$ cat src/rtl/wb_stage_param_if.sv
`default_nettype none
// ============================================================================
// Module   : wb_stage_param_if
// Brief    : MEM-to-WB bundle plus the registered and forwarding result
//            signals of the write-back stage.
// Revision : 1.0 - initial release
// ============================================================================
interface wb_stage_param_if #(
    parameter int XLEN         = 32,
    parameter int REG_ADDR_W   = 5,
    parameter int RETIRE_CNT_W = 64
) ();
    logic                    valid_in;
    logic                    stall;
    logic                    flush;
    logic                    reg_wen_in;
    logic [1:0]              wb_sel_in;
    logic [2:0]              funct3_in;
    logic [XLEN-1:0]         mem_rdata_in;
    logic [XLEN-1:0]         alu_result_in;
    logic [XLEN-1:0]         pc_plus4_in;
    logic [XLEN-1:0]         csr_rdata_in;
    logic [REG_ADDR_W-1:0]   addr_d_in;

    logic                    valid_out;
    logic                    reg_wen_out;
    logic [REG_ADDR_W-1:0]   addr_d_out;
    logic [XLEN-1:0]         data_wb_out;
    logic                    fwd_wen;
    logic [REG_ADDR_W-1:0]   fwd_addr;
    logic [XLEN-1:0]         fwd_data;
    logic                    misalign_err;
    logic [RETIRE_CNT_W-1:0] retire_cnt;

    // Pipeline side: drives MEM results, observes write-back results.
    modport master (
        output valid_in, stall, flush, reg_wen_in, wb_sel_in, funct3_in,
               mem_rdata_in, alu_result_in, pc_plus4_in, csr_rdata_in, addr_d_in,
        input  valid_out, reg_wen_out, addr_d_out, data_wb_out,
               fwd_wen, fwd_addr, fwd_data, misalign_err, retire_cnt
    );

    // Write-back stage side.
    modport slave (
        input  valid_in, stall, flush, reg_wen_in, wb_sel_in, funct3_in,
               mem_rdata_in, alu_result_in, pc_plus4_in, csr_rdata_in, addr_d_in,
        output valid_out, reg_wen_out, addr_d_out, data_wb_out,
               fwd_wen, fwd_addr, fwd_data, misalign_err, retire_cnt
    );
endinterface : wb_stage_param_if
`default_nettype wire

$ cat src/rtl/wb_stage_param.sv
`default_nettype none
// ============================================================================
// Module   : wb_stage_param
// Brief    : RV32I write-back stage: load formatting, source select, x0 and
//            misalignment gating, registered result and zero-latency forward.
//            Optional retire counter enabled by macro WB_RETIRE_CNT_EN.
// Revision : 1.0 - initial release
// ============================================================================
module wb_stage_param #(
    parameter int XLEN         = 32,
    parameter int REG_ADDR_W   = 5,
    parameter int RETIRE_CNT_W = 64
) (
    input  wire logic         clk,
    input  wire logic         reset_n,
    wb_stage_param_if.slave   bus
);

    localparam logic [1:0] c_SEL_MEM = 2'b00;
    localparam logic [1:0] c_SEL_ALU = 2'b01;
    localparam logic [1:0] c_SEL_PC4 = 2'b10;
    localparam logic [1:0] c_SEL_CSR = 2'b11;

    localparam logic [2:0] c_F3_LB  = 3'b000;
    localparam logic [2:0] c_F3_LH  = 3'b001;
    localparam logic [2:0] c_F3_LW  = 3'b010;
    localparam logic [2:0] c_F3_LBU = 3'b100;
    localparam logic [2:0] c_F3_LHU = 3'b101;

    logic [1:0]      w_off;
    logic [7:0]      w_byte;
    logic [15:0]     w_half;
    logic [XLEN-1:0] w_load;
    logic [XLEN-1:0] w_wb_data;
    logic            w_is_load;
    logic            w_misaligned;
    logic            w_eff_wen;

    assign w_off     = bus.alu_result_in[1:0];
    assign w_is_load = bus.valid_in && (bus.wb_sel_in == c_SEL_MEM);

    always_comb begin
        w_byte = bus.mem_rdata_in[7:0];
        case (w_off)
            2'd0:    w_byte = bus.mem_rdata_in[7:0];
            2'd1:    w_byte = bus.mem_rdata_in[15:8];
            2'd2:    w_byte = bus.mem_rdata_in[23:16];
            default: w_byte = bus.mem_rdata_in[31:24];
        endcase
    end

    assign w_half = w_off[1] ? bus.mem_rdata_in[31:16] : bus.mem_rdata_in[15:0];

    // Fill with the extension bit first, then overlay the selected lane; this
    // keeps one form valid for both XLEN=32 and XLEN=64.
    always_comb begin
        w_load = bus.mem_rdata_in;
        case (bus.funct3_in)
            c_F3_LB: begin
                w_load      = {XLEN{w_byte[7]}};
                w_load[7:0] = w_byte;
            end
            c_F3_LBU: begin
                w_load      = '0;
                w_load[7:0] = w_byte;
            end
            c_F3_LH: begin
                w_load       = {XLEN{w_half[15]}};
                w_load[15:0] = w_half;
            end
            c_F3_LHU: begin
                w_load       = '0;
                w_load[15:0] = w_half;
            end
            c_F3_LW: begin
                w_load       = {XLEN{bus.mem_rdata_in[31]}};
                w_load[31:0] = bus.mem_rdata_in[31:0];
            end
            default: w_load = bus.mem_rdata_in;
        endcase
    end

    always_comb begin
        w_wb_data = w_load;
        case (bus.wb_sel_in)
            c_SEL_MEM: w_wb_data = w_load;
            c_SEL_ALU: w_wb_data = bus.alu_result_in;
            c_SEL_PC4: w_wb_data = bus.pc_plus4_in;
            c_SEL_CSR: w_wb_data = bus.csr_rdata_in;
            default:   w_wb_data = w_load;
        endcase
    end

    always_comb begin
        w_misaligned = 1'b0;
        if (w_is_load) begin
            case (bus.funct3_in)
                c_F3_LH, c_F3_LHU: w_misaligned = w_off[0];
                c_F3_LW:           w_misaligned = (w_off != 2'b00);
                default:           w_misaligned = 1'b0;
            endcase
        end
    end

    assign w_eff_wen = bus.valid_in && bus.reg_wen_in &&
                       (bus.addr_d_in != '0) && !w_misaligned;

    assign bus.fwd_wen  = w_eff_wen;
    assign bus.fwd_addr = bus.addr_d_in;
    assign bus.fwd_data = w_wb_data;

    logic                  valid_q;
    logic                  reg_wen_q;
    logic [REG_ADDR_W-1:0] addr_d_q;
    logic [XLEN-1:0]       data_wb_q;
    logic                  misalign_q;

    // Priority: reset, then flush (bubble, even when stalled), then stall.
    always_ff @(posedge clk) begin
        if (!reset_n) begin
            valid_q    <= 1'b0;
            reg_wen_q  <= 1'b0;
            addr_d_q   <= '0;
            data_wb_q  <= '0;
            misalign_q <= 1'b0;
        end else if (bus.flush) begin
            valid_q    <= 1'b0;
            reg_wen_q  <= 1'b0;
            addr_d_q   <= '0;
            data_wb_q  <= '0;
            misalign_q <= 1'b0;
        end else if (!bus.stall) begin
            valid_q    <= bus.valid_in;
            reg_wen_q  <= w_eff_wen;
            addr_d_q   <= bus.addr_d_in;
            data_wb_q  <= w_wb_data;
            misalign_q <= w_misaligned;
        end
    end

    assign bus.valid_out    = valid_q;
    assign bus.reg_wen_out  = reg_wen_q;
    assign bus.addr_d_out   = addr_d_q;
    assign bus.data_wb_out  = data_wb_q;
    assign bus.misalign_err = misalign_q;

`ifdef WB_RETIRE_CNT_EN
    logic [RETIRE_CNT_W-1:0] retire_q;
    logic [RETIRE_CNT_W-1:0] retire_d;
    logic                    w_retire;

    assign w_retire = bus.valid_in && !bus.stall && !bus.flush && !w_misaligned;
    assign retire_d = retire_q + {{(RETIRE_CNT_W-1){1'b0}}, 1'b1};

    always_ff @(posedge clk) begin
        if (!reset_n) begin
            retire_q <= '0;
        end else if (w_retire) begin
            retire_q <= retire_d;
        end
    end

    assign bus.retire_cnt = retire_q;
`else
    assign bus.retire_cnt = '0;
`endif

endmodule : wb_stage_param
`default_nettype wire

$ cat src/flat_wrapper.sv
// flat-port wrapper written by rule: the top's interface ports become plain ports
module wb_stage_param_flat 
#(
    parameter int XLEN         = 32,
    parameter int REG_ADDR_W   = 5,
    parameter int RETIRE_CNT_W = 64
)
  (clk, reset_n, bus_valid_in, bus_stall, bus_flush, bus_reg_wen_in, bus_wb_sel_in, bus_funct3_in, bus_mem_rdata_in, bus_alu_result_in, bus_pc_plus4_in, bus_csr_rdata_in, bus_addr_d_in, bus_valid_out, bus_reg_wen_out, bus_addr_d_out, bus_data_wb_out, bus_fwd_wen, bus_fwd_addr, bus_fwd_data, bus_misalign_err, bus_retire_cnt);
  wb_stage_param_if #(.XLEN(XLEN), .REG_ADDR_W(REG_ADDR_W), .RETIRE_CNT_W(RETIRE_CNT_W)) bus_i ();
  input  wire logic clk;
  input  wire logic reset_n;
  input wire logic [$bits(bus_i.valid_in)-1:0] bus_valid_in;
  input wire logic [$bits(bus_i.stall)-1:0] bus_stall;
  input wire logic [$bits(bus_i.flush)-1:0] bus_flush;
  input wire logic [$bits(bus_i.reg_wen_in)-1:0] bus_reg_wen_in;
  input wire logic [$bits(bus_i.wb_sel_in)-1:0] bus_wb_sel_in;
  input wire logic [$bits(bus_i.funct3_in)-1:0] bus_funct3_in;
  input wire logic [$bits(bus_i.mem_rdata_in)-1:0] bus_mem_rdata_in;
  input wire logic [$bits(bus_i.alu_result_in)-1:0] bus_alu_result_in;
  input wire logic [$bits(bus_i.pc_plus4_in)-1:0] bus_pc_plus4_in;
  input wire logic [$bits(bus_i.csr_rdata_in)-1:0] bus_csr_rdata_in;
  input wire logic [$bits(bus_i.addr_d_in)-1:0] bus_addr_d_in;
  output wire logic [$bits(bus_i.valid_out)-1:0] bus_valid_out;
  output wire logic [$bits(bus_i.reg_wen_out)-1:0] bus_reg_wen_out;
  output wire logic [$bits(bus_i.addr_d_out)-1:0] bus_addr_d_out;
  output wire logic [$bits(bus_i.data_wb_out)-1:0] bus_data_wb_out;
  output wire logic [$bits(bus_i.fwd_wen)-1:0] bus_fwd_wen;
  output wire logic [$bits(bus_i.fwd_addr)-1:0] bus_fwd_addr;
  output wire logic [$bits(bus_i.fwd_data)-1:0] bus_fwd_data;
  output wire logic [$bits(bus_i.misalign_err)-1:0] bus_misalign_err;
  output wire logic [$bits(bus_i.retire_cnt)-1:0] bus_retire_cnt;
  assign bus_i.valid_in = bus_valid_in;
  assign bus_i.stall = bus_stall;
  assign bus_i.flush = bus_flush;
  assign bus_i.reg_wen_in = bus_reg_wen_in;
  assign bus_i.wb_sel_in = bus_wb_sel_in;
  assign bus_i.funct3_in = bus_funct3_in;
  assign bus_i.mem_rdata_in = bus_mem_rdata_in;
  assign bus_i.alu_result_in = bus_alu_result_in;
  assign bus_i.pc_plus4_in = bus_pc_plus4_in;
  assign bus_i.csr_rdata_in = bus_csr_rdata_in;
  assign bus_i.addr_d_in = bus_addr_d_in;
  assign bus_valid_out = bus_i.valid_out;
  assign bus_reg_wen_out = bus_i.reg_wen_out;
  assign bus_addr_d_out = bus_i.addr_d_out;
  assign bus_data_wb_out = bus_i.data_wb_out;
  assign bus_fwd_wen = bus_i.fwd_wen;
  assign bus_fwd_addr = bus_i.fwd_addr;
  assign bus_fwd_data = bus_i.fwd_data;
  assign bus_misalign_err = bus_i.misalign_err;
  assign bus_retire_cnt = bus_i.retire_cnt;
  wb_stage_param #(.XLEN(XLEN), .REG_ADDR_W(REG_ADDR_W), .RETIRE_CNT_W(RETIRE_CNT_W)) u_core (.clk(clk), .reset_n(reset_n), .bus(bus_i));
endmodule
$ cat config.mk
export PLATFORM = sky130hd
export DESIGN_NAME = wb_stage_param_flat
export DESIGN_NICKNAME = d
export VERILOG_FILES = /design/src/rtl/wb_stage_param_if.sv /design/src/rtl/wb_stage_param.sv /design/src/flat_wrapper.sv
export SDC_FILE = /design/constraint.sdc
export NUM_CORES = 1
export LEC_CHECK = 0
export ABC_AREA = 0
export BUFFER_PORTS_ARGS = -buffer_cell sky130_fd_sc_hd__buf_2
export CAP_MARGIN = 20
export CORE_AREA = 3 3 109 111
export DETAILED_ROUTE_END_ITERATION = 12
export DIE_AREA = 0 0 112 114
export PLACE_DENSITY = 0.67
export SYNTH_ARGS = -nofsm -noshare
export SYNTH_HDL_FRONTEND = slang
export SYNTH_SLANG_ARGS = --single-unit
$ cat constraint.sdc
create_clock -name clk -period 1.84 [get_ports clk]
set_input_delay 0.276 -clock clk [delete_from_list [all_inputs] [get_ports clk]]
set_output_delay 0.276 -clock clk [all_outputs]
set_load 0.1 [all_outputs]
Word level (Yosys, flattened, before mapping)

Cells that the tools add are included.

Reductions and logical operators: 12
Bitwise gates (word level): 1
Muxes and demuxes: 6
Equal/unequal tests: 9

Operators with widths:

| cell                                                             | count |
|---|---|
| 32-bit case mux with 4 select lines                              | 2 |
| 8-bit case mux with 3 select lines                               | 1 |
| 16-bit 2-to-1 mux                                                | 1 |
| 2-bit == test (second input constant)                            | 3 |
| 3-bit == test (second input constant)                            | 2 |
| 5-bit nonzero test                                               | 1 |
| 2-bit by 1-bit == test with 1-bit output (second input constant) | 2 |
| 1-bit logical AND                                                | 4 |
| 2-bit logical NOT                                                | 2 |
| 2-bit OR reduction                                               | 2 |
| 3-bit by 1-bit == test with 1-bit output (second input constant) | 1 |
| 3-bit by 2-bit == test with 1-bit output (second input constant) | 1 |
| 3-bit logical NOT                                                | 1 |
| 1-bit case mux with 2 select lines                               | 1 |
| 2-bit nonzero test                                               | 1 |
| 1-bit logical NOT                                                | 1 |
| 1-bit 2-to-1 mux                                                 | 1 |
| 1-bit NOT                                                        | 1 |

Logic and storage cells: 33
Flip-flop bits (word level): 40
Bits of input ports: 144

Longest topological paths before layout

Word-level depth: 6
Depth in mapped cells: 8
Gate-level depth less buffers: 5

Worst setup path before layout

No wires, ideal clock.

Path type: input -> output
Start: in bus_wb_sel_in[1]
End: out bus_fwd_data[7]
Buffers on the path: 2
Required time: 1,564 ps
Arrival time: 3,267 ps
Cell stages on the path: 6
Slack: -1,703 ps
Cell sequence: buf_2 > nand2b_1 > clkbuf_1 > nor2_1 > a21oi_1 > a21boi_0

Word-level cells in the longest chain between the ends: 2

Ends and longest elaborated chain:

| element                                     | line                 | source |
|---|---|---|
| from (decl)                                 | flat_wrapper.sv:16   | `input wire logic [$bits(bus_i.wb_sel_in)-1:0] bus_wb_sel_in;` |
| 2-bit == test, or another cell as far along | wb_stage_param.sv:85 | `case (bus.wb_sel_in)` |
| 32-bit case mux with 4 select lines (*)     | wb_stage_param.sv:85 |  |
| to (decl)                                   | flat_wrapper.sv:29   | `output wire logic [$bits(bus_i.fwd_data)-1:0] bus_fwd_data;` |

Every way passes the cells marked *; elsewhere a longest branch is shown, timed or not.

Final worst setup path

Start: in bus_alu_result_in[0]
End: out bus_fwd_data[31]

Word-level cells in the longest chain between the ends: 4

Ends and longest elaborated chain:

| element                                     | line                 | source |
|---|---|---|
| from (decl)                                 | flat_wrapper.sv:19   | `input wire logic [$bits(bus_i.alu_result_in)-1:0] bus_alu_result_in;` |
| 2-bit == test, or another cell as far along | wb_stage_param.sv:44 | `case (w_off)` |
| 8-bit case mux with 3 select lines (*)      | wb_stage_param.sv:44 |  |
| 32-bit case mux with 4 select lines (*)     | wb_stage_param.sv:58 | `case (bus.funct3_in)` |
| 32-bit case mux with 4 select lines (*)     | wb_stage_param.sv:85 |  |

Marked as above.

==> results.yml <==
route:
  wire_per_inst_um: 17.9
  drc: 0
  viasPerCell: 4.79
  routed_wl_mm: 14.6
  drtIter0Drc: 200
  dr.pass1.iters: 4
  antenna_left: 0
  routed-via-count: 3913
run:
  max_cap_violations: 0
place:
  hpwl_mm: 11.9
  io_buffer_count: 221
  gp_congestion: 0.880
sta:
  finalSetupViolations: 21
  rsz0062_at_grt: "true"
  finalHoldViolCount: 0
  holdWs_ps: 232
  fin_setup_tns_ps: -1210
  finalCritPeriodShare: 1.05
  fmax_ghz: 0.518
  finalMaxSlewViolations: 0
  period_needed_ps: 1930
  clock_skew_ps: 0
  fin_ws_ps: -89.2
synthesis:
  synth_cells: 419
  ys_warn_count: 0
  synth_seq_cells: 40
  synth-async-reset-ratio: 0
  synth_edf_count: 0
  avgSynthCellArea_um2: 8.23
  synthFlopType: "dfxtp_1"
  synth_top_area_frac: 0.232
  synthesis.area_um2: 3450
  ys_top_cells_by_count: "71 x buf_4, 40 x dfxtp_1, 38 x mux2i_1, 38 x nand2_1, 32 x a21oi_1"
  synthMostInstantiatedCell: "buf_4"
  synth_top_area_cell: "dfxtp_1"
  ys_types: 42
  seq_area_frac_synth: 0.232
  ys_top_cells_by_area: "dfxtp_1 23%, buf_4 15%, mux2i_1 11%"
global_routing:
  grt_antenna_before_repair: 1
  first_global_vias: 3952
  track_usage: 0.212
  gr-total-overflow: 0
  grt_pass1_wl_mm: 21.5
  grt_start_max_net_pins: 22
critical_path:
  critPathMaxFanout: 6
  cp.arrival_ps: 1650
  cp.required_ps: 1560
  critPathCaptureType: "output pin"
  critical_path_class: "in2out"
  rr_startpoint: "u_core.bus.data_wb_out[2]$_SDFFE_PP0N_"
  startpoint_type: "input pin"
  worstSetupStartpoint: "bus_alu_result_in[0]"
clock_network:
  clockRootBuffer: "clkbuf_8"
  cts.hold.buffers_added: 0
  cts_htree_levels: 2
  clock_latency_ps: 300
  cts_buffers: 5
  cts_tree: "done"
  clockBufferDepth: 2
  path_clk_slew_ps: 90
  clock_sinks: 40
die:
  dieHeight_um: 114
  initial_core_util: 0.317
  dieArea_um2: 12800
  pin_count: 286
  core.rowCount: 38
  core_area_um2: 10900
  dieWidth_um: 112
cells_and_area:
  fillers: 962
  seqCellArea_um2: 801
  area_delta_synth_final_pct: 75.8
  nets: 819
  multiInputGateArea_um2: 2690
  drive_above_1_share: 0.556
hold_path:
  hp-start: "bus_addr_d_in[2]"
  hold_path_class: "in2reg"
pwr:
  p_leak_nw: 2.97
  power.density_nw_per_um2: 749
  finalPower_w: 0.00454
  worst_ir_drop_vdd_mv: 0.494
run_status:
  outcome: "finished with violations"
  violations: "setup timing"
[final timing paths]
| check | slack, ps | endpoint | depth (start not counted) |
|---|---|---|---|
| max | -90 | bus_fwd_data[31] | 8 |
| min | 230 | u_core.bus.addr_d_out[2]$_SDFFE_PP0N_ | 3 |
| max reg2reg | 1070 | u_core.bus.data_wb_out[2]$_SDFFE_PP0N_ | 2 |
| min reg2reg | 470 | u_core.bus.data_wb_out[4]$_SDFFE_PP0N_ | 1 |
[through the flow]
stage | utilization | area (um2) | worst slack, ps | cells
2_1_floorplan | - | 4070 | -171 | 482
3_3_place_gp | 0.504 | 5490 | -312 | 790
3_5_place_dp | 0.504 | 5490 | -366 | 790
4_1_cts | 0.540 | 5880 | -114 | 809
5_1_grt | 0.557 | 6060 | -144 | 817
6_report | 0.557 | 6060 | -89.2 | 817
[flip-flops by register name, indices dropped and copies added, names as in the netlist]
register and flops:
u_core.bus.misalign_err 1, u_core.bus.reg_wen_out 1, u_core.bus.valid_out 1, u_core.bus.addr_d_out 5, u_core.bus.data_wb_out 32
[cell usage in the layout, fill, tap and decap left out, drive strengths merged]
| cell | n |
|---|---|
| buf | 287 |
| conb | 64 |
| a21oi | 43 |
| dfxtp | 40 |
| nand2 | 38 |
| mux2i | 38 |
| o21ai | 28 |
| a22o | 27 |
| nor2 | 20 |
| nand2b | 13 |
| mux2 | 10 |
| a31o | 9 |
| clkbuf | 8 |
| inv | 6 |
| nor2b | 6 |
| a22oi | 5 |
| o221ai | 4 |
| mux4 | 3 |
| o21ba | 3 |
| o22ai | 3 |
| a221oi | 3 |
| o2bb2ai | 3 |
| o211ai | 2 |
| a211o | 2 |
| a21boi | 2 |
| or4 | 2 |
| diode | 1 |
| o21a | 1 |
| a2111oi | 1 |
| nor3b | 1 |
| or2 | 1 |
| a2bb2o | 1 |
| a311oi | 1 |
| clkinvlp | 1 |
[cell families after synthesis]
| family | Yosys count | share of synthesized area |
|---|---|---|
| AOI/OAI and AO/OA | 138 | 0.289 |
| buffers and inverters | 108 | 0.207 |
| and+or+nand+nor | 81 | 0.107 |
| muxes | 51 | 0.164 |
| DFF | 40 | 0.232 |
| other | 1 | 0.00109 |
[worst max-delay path: stages]
cell,delay [ps]
buf_8,110
mux2_4,300
a22oi_4,220
a31o_4,230
buf_12,120
buf_12,130
a21oi_4,70
buf_12,180
[area by class of cell]
type,count,share of cell area
well taps,140,0.0289
multi-input cells,334,0.444
inverters,6,0.00371
clock inverters,1,0.00124
clock buffers,7,0.0142
diodes,1,0.000413
repair buffers,288,0.375
flip-flops and latches,40,0.132
[per-layer routing]
| layer | up-vias | part of all wire | wire length, um | GRT usage |
|---|---|---|---|---|
| met5 | - | 0 | 0 | 0 |
| met4 | 0 | 0.021 | 309 | 0.0609 |
| met3 | 19 | 0.075 | 1100 | 0.0483 |
| met2 | 183 | 0.52 | 7610 | 0.394 |
| met1 | 1828 | 0.38 | 5620 | 0.243 |
| li1 | 1883 | - | - | - |
[where the power goes]
part | switching (W) | internal [W] | leakage [nW] | total [W]
logic | 0.00208 | 0.000895 | 2.60 | 0.00297
registers | 0.0000185 | 0.000900 | 0.326 | 0.000919
clock network | 0.000344 | 0.000306 | 0.0445 | 0.000650
total | 0.00244 | 0.00210 | 2.97 | 0.00454
[repair_timing]
action                     4_1_cts  5_1_grt
setup buffers                   10        8
pin swaps                       18       16
resized for setup               39       32
cloned                           1        0
setup endpoints to repair       33       32
(Power assumes the default switching activity.)
